--- config.mk ---
export PLATFORM = sky130hd
export DESIGN_NAME = div12_chain_ctrl
export DESIGN_NICKNAME = d
export VERILOG_FILES = /design/src/rtl/div12_chain_ctrl.sv
export SDC_FILE = /design/constraint.sdc
export NUM_CORES = 1
export LEC_CHECK = 0
export CAP_MARGIN = 30
export CORE_MARGIN = 2
export CORE_UTILIZATION = 44
export DETAILED_ROUTE_END_ITERATION = 16
export GPL_ROUTABILITY_DRIVEN = 0
export GPL_TIMING_DRIVEN = 0
export HOLD_SLACK_MARGIN = 0.12
export PLACE_DENSITY_LB_ADDON = 0.05
export REMOVE_ABC_BUFFERS = 1
export SYNTH_ARGS = -nofsm -noshare
export SYNTH_HDL_FRONTEND = slang
export SYNTH_SLANG_ARGS = --single-unit
export TNS_END_PERCENT = 50
--- constraint.sdc ---
create_clock -name clk -period 1.72 [get_ports clk]
set_clock_uncertainty 0.05 [all_clocks]
set_input_delay 0.172 -clock clk [delete_from_list [all_inputs] [get_ports clk]]
set_output_delay 0.172 -clock clk [all_outputs]
set_load 0.03 [all_outputs]
--- src/rtl/div12_chain_ctrl.sv ---
// div12_chain_ctrl
// Synchronous replacement for a cascade of LS92-style divide-by-12 ripple counters.
// Each stage follows the LS92 count code (qa toggle plus the 3-bit divide-by-6 B section)
// and advances on a clock enable. An idle/run/pause sequencer with start/stop/clear control
// drives the chain, and the block flags carries and whole-chain wrap-around.
//
// Ports
//   clk      system clock; all state changes on its rising edge
//   reset_n  asynchronous active-low reset
//   tick     count enable, honoured only while running
//   start    request IDLE/PAUSE -> RUN
//   stop     request RUN -> PAUSE
//   clr      synchronous clear of the chain, forces IDLE
//   oneshot  1 = return to IDLE after one full chain wrap
//   q        stage i at [4i+3:4i] as {qd,qc,qb,qa}
//   running  1 while in RUN
//   carry    carry[i] = stage i rolled 13 -> 0 on the last edge (stage i+1 advanced)
//   wrap     one-cycle pulse after the whole chain rolls from all-13 to all-0
module div12_chain_ctrl #(
  parameter int unsigned STAGES = 2
) (
  input  logic                  clk,
  input  logic                  reset_n,
  input  logic                  tick,
  input  logic                  start,
  input  logic                  stop,
  input  logic                  clr,
  input  logic                  oneshot,
  output logic [4*STAGES-1:0]   q,
  output logic                  running,
  output logic [STAGES-1:0]     carry,
  output logic                  wrap
);

  typedef enum logic [1:0] {
    StIdle  = 2'd0,
    StRun   = 2'd1,
    StPause = 2'd2
  } state_e;

  state_e                state_q, state_d;
  logic [4*STAGES-1:0]   q_d;
  logic [STAGES-1:0]     carry_d;
  logic [STAGES-1:0]     at13;
  logic [STAGES-1:0]     stage_en;
  logic                  chain;
  logic                  adv0;
  logic                  wrap_event;
  logic                  wrap_d;

  // LS92 code step: qa toggles; the B section steps only as qa falls 1 -> 0.
  function automatic logic [3:0] next_code(input logic [3:0] c);
    logic [3:0] n;
    n[0] = ~c[0];
    if (c[0]) begin
      n[1] = ~(c[1] | c[2]);
      n[2] = c[1];
      n[3] = c[3] ^ c[2];
    end else begin
      n[3:1] = c[3:1];
    end
    return n;
  endfunction

  always_comb begin
    adv0     = (state_q == StRun) && tick;
    at13     = '0;
    stage_en = '0;
    chain    = adv0;
    // A stage advances when stage 0 does and every lower stage sits at 13.
    for (int i = 0; i < int'(STAGES); i++) begin
      at13[i]     = (q[4*i +: 4] == 4'd13);
      stage_en[i] = chain;
      chain       = chain & at13[i];
    end
    wrap_event = chain;

    q_d     = q;
    carry_d = stage_en & at13;
    wrap_d  = wrap_event;
    for (int i = 0; i < int'(STAGES); i++) begin
      if (stage_en[i]) begin
        q_d[4*i +: 4] = next_code(q[4*i +: 4]);
      end
    end

    state_d = state_q;
    unique case (state_q)
      StIdle: begin
        if (start && !stop) state_d = StRun;
      end
      StRun: begin
        if (stop) begin
          state_d = StPause;
        end else if (wrap_event && oneshot) begin
          state_d = StIdle;
        end
      end
      StPause: begin
        if (start && !stop) state_d = StRun;
      end
      default: state_d = StIdle;
    endcase

    if (clr) begin
      state_d = StIdle;
      q_d     = '0;
      carry_d = '0;
      wrap_d  = 1'b0;
    end
  end

  always_ff @(posedge clk or negedge reset_n) begin
    if (!reset_n) begin
      state_q <= StIdle;
      q       <= '0;
      running <= 1'b0;
      carry   <= '0;
      wrap    <= 1'b0;
    end else begin
      state_q <= state_d;
      q       <= q_d;
      running <= (state_d == StRun);
      carry   <= carry_d;
      wrap    <= wrap_d;
    end
  end

endmodule

==> impl_metrics.yaml, run 1 <==
outcome:
  outcome: "finished clean"
clock_tree:
  cts_tree: "built"
  postCtsSetupRepairBufs: 0
  clock_latency_ns: 0.27
  cts-buffers-inserted: 3
  cts_root_buffer: "clkbuf_4"
  clockBufferDepth: 2
  cts.sinks: 13
  cts.htree.levels: 1
  clk_pin_slew_ns: 0.07
floorplanning:
  die_area_um2: 1820
  die_h_um: 42.6
  coreArea_um2: 1350
  io_pins: 19
  die_x_um: 42.6
  start_util_pct: 48.7
  rows: 13
detailed_routing:
  dr.pass1.iters: 4
  dr_total_vias: 466
  vias_per_cell: 5.18
  drc: 0
  drt_iter0_drc: 5
  routedWlPerCell_um: 12.6
  wl_um: 1130
  postRouteAntennaNets: 0
synth:
  ys_async_sr_fraction_pct: 100
  yosysTopAreaCell: "dfrtp_1"
  ys_top_cells_by_area: "dfrtp_1 (50%), mux2i_1 (7.6%), ha_1 (3.8%)"
  synth_seq_cells: 13
  synth_cell_types: 21
  syn-instance-count: 56
  yosys_warnings: 0
  ys_seq_area_share_pct: 49.5
  synth_common_cells: "dfrtp_1 (13), nor2_1 (6), mux2i_1 (5)"
  yosys.cell_count.top_type: "dfrtp_1"
  avgSynthCellArea_um2: 11.7
  ys.flop_type: "dfrtp_1"
  synth_top_area_share_pct: 49.5
  synth-edff-count: 0
  syn_area_um2: 657
min_path:
  min_path_type: "input port to async pin"
worst_setup_path:
  crit_type: "flop to output port"
  cp_cell_sequence: "clkdlybuf4s50_1"
  cp-start-kind: "flop"
  crit_required_ns: 1.50
  arrival_ns: 1.38
  path_buf_inv: 1
  cp_top_family: "buffers and inverters"
  end_kind: "output port"
  slowest_delay_ns: 0.69
  path_max_fanout: 3
  critPathSlowestCell: "clkdlybuf4s50_1"
place:
  place_area_um2: 837
  dp_slack_ns: 0.0580
  hpwlAfterDp_um: 870
  portBuffers: 18
grt:
  track_usage_pct: 14.9
  use_met2_pct: 23.6
  gr-usage-met1_pct: 17.6
  grt_pass1_wl_um: 1920
  antenna_found_initial: 0
  grt_use_met3_pct: 7.76
  grt_pass1_vias: 441
  grt_overflow: 0
  grt_max_degree: 17
  top_usage_layer: "met2"
final_layout:
  diodes: 0
  finalInstanceArea_um2: 866
  syn2layout_area_growth_pct: 31.8
  fin_nets: 85
  final_core_util_pct: 64.1
  drive_gt1_share_pct: 9.33
pwr:
  leakage_nw: 0.428
  p_sw_uw: 121
  seq_power_share_pct: 57.9
  swShare_pct: 22.2
  max-vdd-ir-drop_mv: 0.503
  combPwrFrac_pct: 8.8
  p_int_uw: 423
  clock_power_share_pct: 33.3
  p_per_area_nw_per_um2: 628
timing:
  tightestPinTransition_ns: 0.567
  setup_viol: 0
  fmax_mhz: 623
  hold_violations: 0
  report.final.slew_viol_count: 0
  min_period_over_period_pct: 93.3
  rsz0062_at_grt: "no"
  finalWorstSetupSlack_ns: 0.115
  period_minus_slack_ns: 1.60
  tns_ns: 0
  slew_headroom_pct: 62.1
run:
  drv_cap: 0
area by class of cell:
class | count | area (um^2)
sequential | 13 | 325
timing repair buffer | 18 | 183
clock buffer | 4 | 26.3
multi-input combinational | 40 | 313
fill | 113 | 484
tap | 15 | 18.8
cell families after synthesis:
logic type	share of synthesized area [%]
adders and majority gates	3.81
muxes	9.33
DFF	49.5
AOI/OAI and AO/OA	5.71
xor gates and xnor gates	2.67
and+or+nand+nor	26.1
buffers and inverters	2.86
per-layer routing:
metal / up-vias / share of wire, %
li1: 234 / -
met1: 215 / 43
met2: 15 / 50
met3: 2 / 5.9
met4: 0 / 0.88
met5: - / 0
worst paths after layout:
kind	start	endpoint	slack, ns	depth (start not counted)
setup / recovery	q[0]$_DFFE_PN0N_	q[0]	0.12	1
hold / removal	reset_n	state_q[0]$_DFF_PN0_	0.21	1
min in group clk	stop	running$_DFF_PN0_	0.52	2
max in group asynchronous	reset_n	q[7]$_DFFE_PN0P_	1.04	1
setup reg to reg	state_q[0]$_DFF_PN0_	q[4]$_DFFE_PN0N_	0.25	3
hold reg to reg	q[3]$_DFFE_PN0P_	q[3]$_DFFE_PN0P_	0.52	2
flip-flops by register name (all words and copies together), names as in the netlist:
signal,count
running,1
state_q,2
q,8
carry,2
layout by cell type (no fill, tap or decap), drive strengths merged:
cell type / Yosys / routed
o21ai: 1 / 1
or3: 2 / 2
nand2b: 4 / 4
nand3b: 2 / 2
clkbuf: 1 / 4
nor2: 6 / 6
nand2: 3 / 3
nand4b: 1 / 1
xor2: 2 / 2
ha: 2 / 2
mux2i: 5 / 5
a2111oi: 2 / 2
nor2b: 2 / 2
clkdlybuf4s50: 0 / 17
nor3: 1 / 1
mux2: 1 / 1
and4bb: 1 / 1
dlymetal6s2s: 0 / 1
a21oi: 3 / 3
dfrtp: 13 / 13
nor3b: 2 / 2
repair_timing:
item,CTS,global route
hold buffers,0,0
endpoints found under the setup margin,0,1
resized for setup,0,1
power groups by stage:
stage	registers (mW)	logic [mW]	clock network, mW
after global routing	0.316	0.0530	0.206
final	0.315	0.0476	0.181
after detailed placement	0.321	0.0484	0
after CTS	0.315	0.0487	0.189
after global placement	0.321	0.0481	0
after floorplan	0.325	0.0121	0
through the flow:
step	power, mW	hold WS, ns	std cells
3_5_place_dp	0.370	0.503	86
5_1_grt	0.576	0.278	90
3_3_place_gp	0.369	0.486	86
6_report	0.544	0.213	90
4_1_cts	0.553	0.234	90
2_1_floorplan	0.337	-0.174	53
No activity file was read; power rests on OpenSTA's default activity.
==> inputs of run 2 (changes only) <==
- MAX_ROUTING_LAYER: not set -> met4
==> run 2 against run 1 <==
Largest power group unchanged. Critical path depth is the same. Sequential share of layout area is the same. Via count is the same. Register-to-register slack is essentially flat. Cell count is the same. Hold slack is essentially flat. Routed wire length is the same. Count of clock-buffer cells in the layout is the same. Design area is the same.
==> impl_metrics.yaml, run 2 (same netlist as run 1, synthesis figures left out) <==
clock_tree:
  cts.htree.levels: 1
  cts.sinks: 13
  clock_latency_ns: 0.27
  cts_tree: "built"
  clk_pin_slew_ns: 0.07
  cts-buffers-inserted: 3
  clockBufferDepth: 2
  cts_root_buffer: "clkbuf_4"
  hold_buffers: 0
pwr:
  max-vdd-ir-drop_mv: 0.503
  leakage_nw: 0.428
  p_per_area_nw_per_um2: 628
place:
  place_inst: 86
  portBuffers: 18
  hpwlAfterDp_um: 870
worst_setup_path:
  cp-start-kind: "flop"
  crit_required_ns: 1.50
  cp_top_family: "buffers and inverters"
  path_max_fanout: 3
  cp_cell_sequence: "clkdlybuf4s50_1"
  path_buf_inv: 1
  end_kind: "output port"
  arrival_ns: 1.38
  critPathSlowestCell: "clkdlybuf4s50_1"
  slowest_delay_ns: 0.69
  crit_type: "flop to output port"
detailed_routing:
  routedWlPerCell_um: 12.6
  drt_iter0_drc: 5
  drc: 0
  dr_total_vias: 466
  dr.pass1.iters: 4
  vias_per_cell: 5.18
  postRouteAntennaNets: 0
  wl_um: 1130
final_layout:
  reg.largest.list: "q (8), carry (2), state_q (2)"
  diodes: 0
  syn2layout_area_growth_pct: 31.8
  drive_gt1_share_pct: 9.33
  largest_register_ffs: 8
  fin_cells: 90
  final_cell_mix: "clkdlybuf4s50_1 (17), dfrtp_1 (13), nor2_1 (6)"
  final_common_cell: "clkdlybuf4s50_1"
  regMostFlops: "q"
  final.fill_count: 113
  fin_nets: 85
timing:
  report.final.slew_viol_count: 0
  min_period_over_period_pct: 93.3
  tns_ns: 0
  setup_viol: 0
  period_minus_slack_ns: 1.60
  hold_violations: 0
  tightestPinTransition_ns: 0.567
  fmax_mhz: 623
  rsz0062_at_grt: "no"
  slew_headroom_pct: 62.1
  hold_ws_ns: 0.213
grt:
  grt_max_degree: 17
  grt_pass1_wl_um: 1930
  grt_pass1_vias: 441
  antenna_found_initial: 0
  track_usage_pct: 15.3
  grt_overflow: 0
floorplanning:
  io_pins: 19
  die_x_um: 42.6
  coreArea_um2: 1350
  start_util_pct: 48.7
  rows: 13
  die_area_um2: 1820
  die_h_um: 42.6
outcome:
  outcome: "finished clean"
min_path:
  min_path_type: "input port to async pin"
run:
  drv_cap: 0
## run 2: where the power goes
part / leakage [nW] / internal, mW / switching [mW] / total [mW]
logic: 0.233 / 0.0239 / 0.0237 / 0.0476
registers: 0.180 / 0.310 / 0.00570 / 0.315
clock network: 0.0150 / 0.0898 / 0.0914 / 0.181
total: 0.428 / 0.423 / 0.121 / 0.544
## run 2: cell type report
cell class	instances	area, um^2	area share (%)
sequential	13	325	37.6
multi-input combinational	40	313	36.1
timing repair buffer	18	183	21.1
clock buffer	4	26.3	3.03
tap	15	18.8	2.17
## run 2: worst paths after layout
kind / depth (start not counted) / slack [ns] / start / to
setup / recovery: 1 / 0.12 / q[0]$_DFFE_PN0N_ / q[0]
hold / removal: 1 / 0.21 / reset_n / state_q[0]$_DFF_PN0_
setup reg to reg: 3 / 0.25 / state_q[0]$_DFF_PN0_ / q[4]$_DFFE_PN0N_
hold reg to reg: 2 / 0.52 / q[3]$_DFFE_PN0P_ / q[3]$_DFFE_PN0P_
max in group asynchronous: 1 / 1.04 / reset_n / q[7]$_DFFE_PN0P_
min in group clk: 2 / 0.52 / stop / running$_DFF_PN0_
## run 2: layer usage
layer  up-vias  track usage [%]  part of all wire, %
li1        234                -                    -
met1       215             17.6                   43
met3         2             7.76                  5.9
met4         0             3.75                 0.88
met5         -                -                    0
met2        15             23.6                   50
## run 2: repair_timing
item	CTS	global route
setup buffers	0	0
resized for setup	0	1
endpoints found under the setup margin	0	1
## run 2: per-stage QoR
stage          util (%)  total power [mW]  cell area, um^2  setup WS [ns]
3_5_place_dp       62.0             0.370              837         0.0580
6_report           64.1             0.544              866          0.115
5_1_grt            64.1             0.576              866         0.0515
3_3_place_gp       62.0             0.369              837         0.0713
2_1_floorplan         -             0.337              638          0.220
4_1_cts            63.9             0.553              863         0.0251
==> inputs of run 3 (changes only) <==
- GPL_TIMING_DRIVEN: 0 -> not set
- SKIP_CTS_REPAIR_TIMING: not set -> 1
==> run 3 against run 2 <==
Sequential share of layout area fell by 0.64 points. Total power rose by 0.75%. First-iteration DRC count fell by 20%. Utilization rose by 1.1 points. Design area rose by 1.7%. Cell count rose by 2.2%. Via count fell by 0.64%.
==> impl_metrics.yaml, run 3 (same netlist as run 1, synthesis figures left out) <==
detailed_routing:
  postRouteAntennaNets: 0
  dr_total_vias: 463
  routedWlPerCell_um: 11.8
  dr.pass1.iters: 4
  drc: 0
  wl_um: 1080
  drt_iter0_drc: 4
  vias_per_cell: 5.03
final_layout:
  fin_nets: 87
  seq_area_um2: 325
  regMostFlops: "q"
  final.fill_count: 107
  final_common_cell: "clkdlybuf4s50_1"
  largest_register_ffs: 8
  syn2layout_area_growth_pct: 34.1
  final_cell_mix: "clkdlybuf4s50_1 (17), dfrtp_1 (13), nor2_1 (6)"
  reg.largest.list: "q (8), carry (2), state_q (2)"
  drive_gt1_share_pct: 11.7
  finalInstanceArea_um2: 881
  multiInputGateArea_um2: 313
  diodes: 0
floorplanning:
  rows: 13
  io_pins: 19
  coreArea_um2: 1350
  start_util_pct: 48.7
  die_x_um: 42.6
  die_area_um2: 1820
  die_h_um: 42.6
grt:
  grt_pass1_wl_um: 1840
  antenna_found_initial: 0
  grt_max_degree: 14
  track_usage_pct: 14.1
  grt_overflow: 0
  grt_pass1_vias: 414
worst_setup_path:
  crit_type: "flop to output port"
  slowest_delay_ns: 0.69
  cp-start-kind: "flop"
  cp_top_family: "buffers and inverters"
  path_buf_inv: 1
  path_depth: 1
  end_kind: "output port"
  worstReg2RegEnd: "q[4]$_DFFE_PN0N_"
  path_max_fanout: 3
  cp_cell_sequence: "clkdlybuf4s50_1"
  critPathSlowestCell: "clkdlybuf4s50_1"
  crit_required_ns: 1.50
  rrSetupSlack_ns: 0.33
  arrival_ns: 1.38
  r2r_cells: 3
  r2r-start: "state_q[0]$_DFF_PN0_"
clock_tree:
  cts_root_buffer: "clkbuf_4"
  clk_pin_slew_ns: 0.08
  clockBufferDepth: 2
  clock_latency_ns: 0.27
  cts.sinks: 13
  cts_tree: "built"
  cts.htree.levels: 1
  cts-buffers-inserted: 3
min_path:
  min_path_type: "input port to async pin"
place:
  place_area_um2: 852
  portBuffers: 18
timing:
  fmax_mhz: 623
  min_period_over_period_pct: 93.4
  tightestPinTransition_ns: 0.586
  hold_ws_ns: 0.224
  setup_viol: 0
  tns_ns: 0
  hold_violations: 0
  period_minus_slack_ns: 1.61
  report.final.slew_viol_count: 0
  rsz0062_at_grt: "no"
  slew_headroom_pct: 60.8
pwr:
  max-vdd-ir-drop_mv: 0.445
  leakage_nw: 0.437
  total_power_uw: 548
  p_per_area_nw_per_um2: 622
run:
  drv_cap: 0
outcome:
  outcome: "finished clean"
run 3: worst max path at each step:
stage | start | slack (ns) | to
2_1_floorplan | q[0]$_DFFE_PN0N_ | 0.22 | q[4]$_DFFE_PN0N_
3_3_place_gp | tick | 0.15 | q[4]$_DFFE_PN0N_
3_5_place_dp | tick | 0.13 | q[4]$_DFFE_PN0N_
4_1_cts | q[1]$_DFFE_PN0P_ | 0.03 | q[1]
5_1_grt | q[0]$_DFFE_PN0N_ | 0.08 | q[0]
6_report | q[0]$_DFFE_PN0N_ | 0.11 | q[0]
run 3: report_power, final:
group          internal, mW  switching (mW)  leakage, nW  total [mW]
sequential            0.309         0.00559        0.180       0.315
combinational        0.0255          0.0245        0.242      0.0499
clock                0.0897          0.0934       0.0150       0.183
run 3: through the flow:
| step | util (%) | cells | worst slack, ns |
|---|---|---|---|
| floorplan | - | 53 | 0.220 |
| global placement | 63.1 | 88 | 0.148 |
| detailed placement | 63.1 | 88 | 0.132 |
| CTS | 65.1 | 92 | 0.0254 |
| global route | 65.2 | 92 | 0.0763 |
| finish | 65.2 | 92 | 0.114 |
run 3: final cells by class:
| cell class | count | share of cell area (%) |
|---|---|---|
| sequential | 13 | 36.9 |
| clock buffer | 4 | 2.98 |
| timing repair buffer | 20 | 22.4 |
| tap | 15 | 2.13 |
| multi-input combinational | 40 | 35.5 |
run 3: metal layers:
layer / vias up / global-route usage (%) / share of wire [%]
li1: 240 / - / -
met1: 210 / 17.6 / 47
met2: 11 / 21.5 / 48
met3: 2 / 2.59 / 3.9
met4: 0 / 7.50 / 0.92
met5: - / - / 0
